<file path="src/rtl/mc_rfr_ctrl_if.sv">
// Refresh handshake between the refresh scheduler and the main controller FSM.
//   rfr_req     : refresh request from the scheduler
//   rfr_ack     : one-cycle acknowledge from the main FSM (refresh command issued)
//   cs_need_rfr : per-chip-select refresh mask, valid while rfr_req and in the ack cycle
//   rfr_pend    : current backlog of owed refreshes
//   rfr_ovf     : one-cycle pulse when a due refresh was lost to saturation
// Modports: master = scheduler (mc_rfr_ctrl), slave = main controller FSM.
interface mc_rfr_ctrl_if;
  logic       rfr_req;
  logic       rfr_ack;
  logic [7:0] cs_need_rfr;
  logic [2:0] rfr_pend;
  logic       rfr_ovf;

  modport master (
    output rfr_req,
    output cs_need_rfr,
    output rfr_pend,
    output rfr_ovf,
    input  rfr_ack
  );

  modport slave (
    input  rfr_req,
    input  cs_need_rfr,
    input  rfr_pend,
    input  rfr_ovf,
    output rfr_ack
  );
endinterface

</file>
<file path="src/rtl/mc_rfr_ctrl.sv">
// SDRAM refresh scheduler on the memory clock.
// A prescaler and an interval counter divide mc_clk into a refresh period of
// (rfr_ps_val+1) * 2^rfr_int cycles. Each period end adds one owed refresh to a
// saturating backlog; a request/acknowledge handshake with the main FSM drains it.
//
// Ports:
//   mc_clk      : memory clock, all state on the rising edge
//   rst         : asynchronous active-high reset
//   cs_rfr_en   : static mask of chip selects that need refresh (0 disables refresh)
//   rfr_ps_val  : prescaler terminal count
//   rfr_int     : interval select, one refresh every 2^rfr_int prescaler ticks
//   init_rfr    : one-cycle pulse from the init sequence, adds init refreshes
//   suspended_o : controller in suspend/self-refresh; counters hold, backlog cleared
//   rfr_if      : handshake interface (master side)
//
// Build option: define MC_RFR_BURST_EN for a multi-entry backlog saturating at
// MAX_PEND with init_rfr adding INIT_CNT. Without it the backlog is a single bit
// and init_rfr adds one refresh.
module mc_rfr_ctrl #(
  parameter int unsigned MAX_PEND = 4,
  parameter int unsigned INIT_CNT = 2
) (
  input  logic                 mc_clk,
  input  logic                 rst,
  input  logic [7:0]           cs_rfr_en,
  input  logic [7:0]           rfr_ps_val,
  input  logic [2:0]           rfr_int,
  input  logic                 init_rfr,
  input  logic                 suspended_o,
  mc_rfr_ctrl_if.master        rfr_if
);

`ifdef MC_RFR_BURST_EN
  localparam int unsigned PendW   = 3;
  localparam int unsigned PendMax = MAX_PEND;
  localparam int unsigned IncInit = INIT_CNT;
`else
  localparam int unsigned PendW   = 1;
  localparam int unsigned PendMax = 1;
  localparam int unsigned IncInit = 1;
`endif

  if (MAX_PEND == 0 || MAX_PEND > 7) begin : g_bad_max_pend
    $error("mc_rfr_ctrl: MAX_PEND must be in 1..7");
  end
  if (INIT_CNT > 7) begin : g_bad_init_cnt
    $error("mc_rfr_ctrl: INIT_CNT must be in 0..7");
  end

  typedef enum logic {StIdle, StReq} state_e;

  state_e           state_q, state_d;
  logic [7:0]       ps_cnt_q, ps_cnt_d;
  logic [7:0]       int_cnt_q, int_cnt_d;
  logic [PendW-1:0] pend_q, pend_d;
  logic [7:0]       cs_need_q, cs_need_d;
  logic             ovf_q, ovf_d;

  logic       tick;
  logic       due;
  logic [7:0] int_term;
  logic       rfr_active;
  logic       ack_taken;
  logic [3:0] pend_sum;
  logic [3:0] pend_net;

  assign rfr_active = (cs_rfr_en != 8'h00);
  // An ack only counts while a request is outstanding and not being dropped by suspend.
  assign ack_taken  = (state_q == StReq) && rfr_if.rfr_ack && !suspended_o;

  // Prescaler and interval counter; both freeze while suspended.
  always_comb begin
    ps_cnt_d  = ps_cnt_q;
    int_cnt_d = int_cnt_q;
    tick      = 1'b0;
    due       = 1'b0;
    int_term  = (8'd1 << rfr_int) - 8'd1;
    if (!suspended_o) begin
      // >= so a shrinking terminal count never strands the counter above it.
      if (ps_cnt_q >= rfr_ps_val) begin
        tick     = 1'b1;
        ps_cnt_d = 8'd0;
      end else begin
        ps_cnt_d = ps_cnt_q + 8'd1;
      end
      if (tick) begin
        if (int_cnt_q >= int_term) begin
          due       = 1'b1;
          int_cnt_d = 8'd0;
        end else begin
          int_cnt_d = int_cnt_q + 8'd1;
        end
      end
    end
  end

  // Backlog: add due/init, remove an accepted ack, saturate and flag lost increments.
  always_comb begin
    pend_sum = 4'(pend_q) + {3'b000, due} + (init_rfr ? 4'(IncInit) : 4'd0);
    pend_net = (ack_taken && (pend_sum != 4'd0)) ? pend_sum - 4'd1 : pend_sum;
    pend_d   = pend_q;
    ovf_d    = 1'b0;
    if (suspended_o || !rfr_active) begin
      pend_d = '0;
    end else if (pend_net > 4'(PendMax)) begin
      pend_d = PendW'(PendMax);
      ovf_d  = 1'b1;
    end else begin
      pend_d = PendW'(pend_net);
    end
  end

  // Handshake FSM; decisions use the registered backlog.
  always_comb begin
    state_d   = state_q;
    cs_need_d = cs_need_q;
    unique case (state_q)
      StIdle: begin
        if ((pend_q != '0) && rfr_active && !suspended_o) begin
          state_d   = StReq;
          cs_need_d = cs_rfr_en;
        end
      end
      StReq: begin
        if (suspended_o || rfr_if.rfr_ack) begin
          state_d = StIdle;
        end
      end
      default: state_d = StIdle;
    endcase
  end

  always_ff @(posedge mc_clk or posedge rst) begin
    if (rst) begin
      state_q   <= StIdle;
      ps_cnt_q  <= 8'd0;
      int_cnt_q <= 8'd0;
      pend_q    <= '0;
      cs_need_q <= 8'h00;
      ovf_q     <= 1'b0;
    end else begin
      state_q   <= state_d;
      ps_cnt_q  <= ps_cnt_d;
      int_cnt_q <= int_cnt_d;
      pend_q    <= pend_d;
      cs_need_q <= cs_need_d;
      ovf_q     <= ovf_d;
    end
  end

  assign rfr_if.rfr_req     = (state_q == StReq);
  assign rfr_if.cs_need_rfr = cs_need_q;
  assign rfr_if.rfr_pend    = 3'(pend_q);
  assign rfr_if.rfr_ovf     = ovf_q;

endmodule

</file>
<file path="src/flat_wrapper.sv">
// flat-port wrapper written by rule: the top's interface ports become plain ports
module mc_rfr_ctrl_flat 
#(
  parameter int unsigned MAX_PEND = 4,
  parameter int unsigned INIT_CNT = 2
)
  (mc_clk, rst, cs_rfr_en, rfr_ps_val, rfr_int, init_rfr, suspended_o, rfr_if_rfr_req, rfr_if_cs_need_rfr, rfr_if_rfr_pend, rfr_if_rfr_ovf, rfr_if_rfr_ack);
  mc_rfr_ctrl_if rfr_if_i ();
  input  logic mc_clk;
  input  logic rst;
  input  logic [7:0] cs_rfr_en;
  input  logic [7:0] rfr_ps_val;
  input  logic [2:0] rfr_int;
  input  logic init_rfr;
  input  logic suspended_o;
  output wire logic [$bits(rfr_if_i.rfr_req)-1:0] rfr_if_rfr_req;
  output wire logic [$bits(rfr_if_i.cs_need_rfr)-1:0] rfr_if_cs_need_rfr;
  output wire logic [$bits(rfr_if_i.rfr_pend)-1:0] rfr_if_rfr_pend;
  output wire logic [$bits(rfr_if_i.rfr_ovf)-1:0] rfr_if_rfr_ovf;
  input wire logic [$bits(rfr_if_i.rfr_ack)-1:0] rfr_if_rfr_ack;
  assign rfr_if_rfr_req = rfr_if_i.rfr_req;
  assign rfr_if_cs_need_rfr = rfr_if_i.cs_need_rfr;
  assign rfr_if_rfr_pend = rfr_if_i.rfr_pend;
  assign rfr_if_rfr_ovf = rfr_if_i.rfr_ovf;
  assign rfr_if_i.rfr_ack = rfr_if_rfr_ack;
  mc_rfr_ctrl #(.MAX_PEND(MAX_PEND), .INIT_CNT(INIT_CNT)) u_core (.mc_clk(mc_clk), .rst(rst), .cs_rfr_en(cs_rfr_en), .rfr_ps_val(rfr_ps_val), .rfr_int(rfr_int), .init_rfr(init_rfr), .suspended_o(suspended_o), .rfr_if(rfr_if_i));
endmodule
</file>
<file path="config.mk">
export PLATFORM = sky130hd
export DESIGN_NAME = mc_rfr_ctrl_flat
export DESIGN_NICKNAME = d
export VERILOG_FILES = /design/src/rtl/mc_rfr_ctrl_if.sv /design/src/rtl/mc_rfr_ctrl.sv /design/src/flat_wrapper.sv
export SDC_FILE = /design/constraint.sdc
export NUM_CORES = 1
export LEC_CHECK = 0
export CAP_MARGIN = 40
export CELL_PAD_IN_SITES_DETAIL_PLACEMENT = 0
export CELL_PAD_IN_SITES_GLOBAL_PLACEMENT = 1
export CORE_MARGIN = 1.5
export CORE_UTILIZATION = 37
export CTS_BUF_LIST = sky130_fd_sc_hd__clkbuf_4
export CTS_CLUSTER_SIZE = 16
export DETAILED_ROUTE_END_ITERATION = 8
export PLACE_DENSITY = 0.81
export SYNTH_ARGS = -nofsm -noshare
export SYNTH_HDL_FRONTEND = slang
export SYNTH_SLANG_ARGS = --single-unit
</file>
<file path="constraint.sdc">
create_clock -name mc_clk -period 3.4 [get_ports mc_clk]
set_input_delay 0.51 -clock mc_clk [delete_from_list [all_inputs] [get_ports mc_clk]]
set_output_delay 0.51 -clock mc_clk [all_outputs]
set_load 0.02 [all_outputs]
</file>
==> reports/qor.csv <==
stage;metric;value;unit
layout;syn2layout_area_growth;37.7;%
pwr;clockPowerShare;11.3;%
place;port_buffers;34;
clock_network;htreeDepth;1;
setup_path;slowest_stage;clkdlybuf4s50_1;
layout;multi_input_area;1200;µm²
timing;fin_skew;9.83;ps
layout;num-fill-cells;436;
outcome;outcome;finished, final reports clean;
setup_path;reg2reg_from;u_core.ps_cnt_q[0];
pwr;cellPowerDensity;478;nW/µm²
pwr;combPwrFrac;48.4;%
pwr;p_switching;0.000447;W
timing;grt_setup_unrepaired;yes;
timing;finalCritPeriodShare;95.5;%
clock_network;cts.clk_slew.worst_paths;150;ps
pwr;power_leakage;1.26;nW
detailed_routing;via_count;1450;
clock_network;cts_buffers;3;
logic_synthesis;syn_area;1870;µm²
logic_synthesis;yosys_most_used_dff;dfrtp_1;
logic_synthesis;yosysSeqAreaShare;36.1;%
setup_path;slowest_delay;460;ps
place;gp_congestion;0.777;
setup_path;path_cells;clkdlybuf4s50_1 -> inv_1 -> ha_1 -> nand4_1 -> o31ai_4 -> nand2b_1 -> nor2_2 -> ha_1 -> ha_1 -> ha_2 -> inv_2 -> ha_4 -> and3_1 -> buf_4 -> a211oi_2;
setup_path;arrival;3500;ps
detailed_routing;drtAntennaViolNets;0;
logic_synthesis;postSynth.asyncResetShare;100;%
detailed_routing;wl_per_cell;12.4;µm
setup_path;reg2reg_depth;15;
logic_synthesis;syn_area_per_cell;10.6;µm²
detailed_routing;drc_errors;0;
detailed_routing;drt-total-wl;3690;µm
place;dp_hpwl;2900;µm
job;drv_cap;0;
layout;layoutNonFillerInstCount;298;
layout;final_common_cell;clkdlybuf4s50_1;
setup_path;cp-start-kind;input port;
pwr;p_int;0.000782;W
global_routing;grt_usage;14.1;%
setup_path;timing.rr.end;u_core.rfr_if.rfr_ovf;
global_routing;grt_pass1_vias;1374;
layout;drive_above_1_share;28.1;%
detailed_routing;drt_pre_antenna_iters;4;
layout;fin_util;53.8;%
layout;diodes;0;
clock_network;cts_tree;yes;
logic_synthesis;synth-seq-cells;27;
timing;slew_violations;0;
timing;finalSetupTns;0;ps
pwr;sequentialPowerShare;40.3;%
setup_path;critPathCaptureType;flop;
timing;setup_viol;0;
global_routing;antenna_found_initial;0;
floorplan;dieArea;5490;µm²
floorplan;fp.dieH;74.1;µm
layout;seq_area;676;µm²
clock_network;cts.sinks;27;
setup_path;worstSetupPathType;input port to flop;
floorplan;die_w;74.1;µm
global_routing;grt_start_max_net_pins;20;
logic_synthesis;syn_inst;177;
setup_path;cp_max_fo;2;
clock_network;clock_path_buffers;2;
detailed_routing;drt-initial-drc-count;43;
logic_synthesis;synth_edf_count;0;
logic_synthesis;synth.distinct_cells;44;
setup_path;r2r_slack;210;ps
layout;nNetsFinal;280;
timing;final-hold-violation-count;0;
clock_network;cts_root_buffer;clkbuf_4;
timing;timing.hold.ws;462;ps
worst_hold_path;hp-class;input port to async pin;
logic_synthesis;synth_warnings;0;
floorplan;initial_utilization;39.1;%
floorplan;ios;37;
place;placedCellCount;288;
layout;most-common-layout-cells;clkdlybuf4s50_1, dfrtp_1, buf_4;
clock_network;worstSkewPairLatency;330;ps
pwr;ir_drop;334;µV
detailed_routing;viasPerCell;4.87;
pwr;switching_share;36.4;%
setup_path;crit_top_cell;ha_1;
timing;max_freq;308;MHz
floorplan;rows;25;
pwr;power;0.00123;W
timing;period_needed;3250;ps
global_routing;grt_overflow;0;
global_routing;grt_pass1_wl;6110;µm
setup_path;required;3660;ps
floorplan;core;4790;µm²
-- state kept, by name, summed over array words and instances, names as in the netlist --
| register | count |
|---|---|
| u_core.rfr_if.rfr_ovf | 1 |
| u_core.pend_q | 1 |
| u_core.rfr_if.cs_need_rfr | 8 |
| u_core.rfr_if.rfr_req | 1 |
| u_core.ps_cnt_q | 8 |
| u_core.int_cnt_q | 8 |
-- synthesized netlist by cell type (3+ instances only) --
cell type	count	area share (%)
a22o_2	5	2.7
nand3_1	3	0.80
a21oi_1	6	1.6
ha_1	23	15
dfrtp_1	27	36
a21o_1	4	1.6
and3_1	7	2.3
mux2_2	8	4.8
nor2_1	10	2.0
o21ai_0	4	1.1
o21bai_1	3	1.2
nand2_1	6	1.2
nor2b_1	7	2.3
or3_1	3	1.0
nand2b_1	3	1.0
buf_4	3	1.2
o31ai_1	6	2.4
inv_1	15	3.0
-- power groups by stage --
stage	combinational, W	sequential [W]	clock, W
floorplan	0.000318	0.000528	0
global placement	0.000543	0.000498	0
detailed placement	0.000558	0.000503	0
CTS	0.000560	0.000496	0.000145
global route	0.000659	0.000511	0.000155
finish	0.000595	0.000495	0.000139
-- timing repair --
item / CTS / global route
buffers inserted: 1 / 5
setup endpoints to repair: 2 / 2
hold endpoints to repair: 0 / 0
gates resized for setup: 0 / 21
hold buffers: 0 / 0
pin swaps: 4 / 15
-- layer usage --
| metal | wire [µm] | part of all wire (%) | up-vias | GRT usage [%] |
|---|---|---|---|---|
| met2 | 1750 | 47 | 29 | 23.5 |
| li1 | - | - | 748 | - |
| met5 | 0 | 0 | - | 0 |
| met1 | 1740 | 47 | 671 | 18.6 |
| met4 | 21 | 0.57 | 0 | 3.09 |
| met3 | 180 | 4.9 | 2 | 3.52 |
-- per-stage QoR --
| stage | cell area (µm²) | worst slack (ps) |
|---|---|---|
| detailed placement | 2420 | -458 |
| global placement | 2400 | -383 |
| finish | 2570 | 155 |
| CTS | 2460 | 3.65 |
| global route | 2570 | -31.9 |
| floorplan | 1910 | 11.5 |
-- layout make-up --
cell class / count / share of cell area (%)
clock buffers: 3 / 0.875
multi-input cells: 131 / 46.8
flip-flops and latches: 27 / 26.3
inverters: 15 / 2.19
clock inverters: 1 / 0.194
well taps: 67 / 3.26
repair buffers: 54 / 20.4
-- critical path: cells and delay by family --
family          cells  cell delay, ps
fa+ha+maj           5            1090
buf+inv             4             710
simple gates        4             690
compound gates      2             500
-- kinds of logic after synthesis --
family	share of synthesized area, %
flip-flops	36.1
AO/OA/AOI/OAI	17.3
AND/OR/NAND/NOR	17.5
XOR/XNOR	1.87
adder cells (fa/ha/maj)	16.5
multiplexers	5.62
buffers and inverters	4.68
other	0.402
-- how the worst max path moves through the flow --
stage / start / endpoint / slack, ps / cells past startpoint
finish: rfr_ps_val[6] / u_core.pend_q / 150 / 15
global route: rfr_ps_val[2] / u_core.pend_q / -30 / 17
CTS: rfr_int[1] / u_core.rfr_if.rfr_ovf / 4 / 16
detailed placement: rfr_int[2] / u_core.rfr_if.rfr_ovf / -460 / 16
global placement: rfr_int[2] / u_core.rfr_if.rfr_ovf / -380 / 16
floorplan: rfr_int[2] / u_core.rfr_if.rfr_ovf / 10 / 15
(Power assumes the default switching activity.)
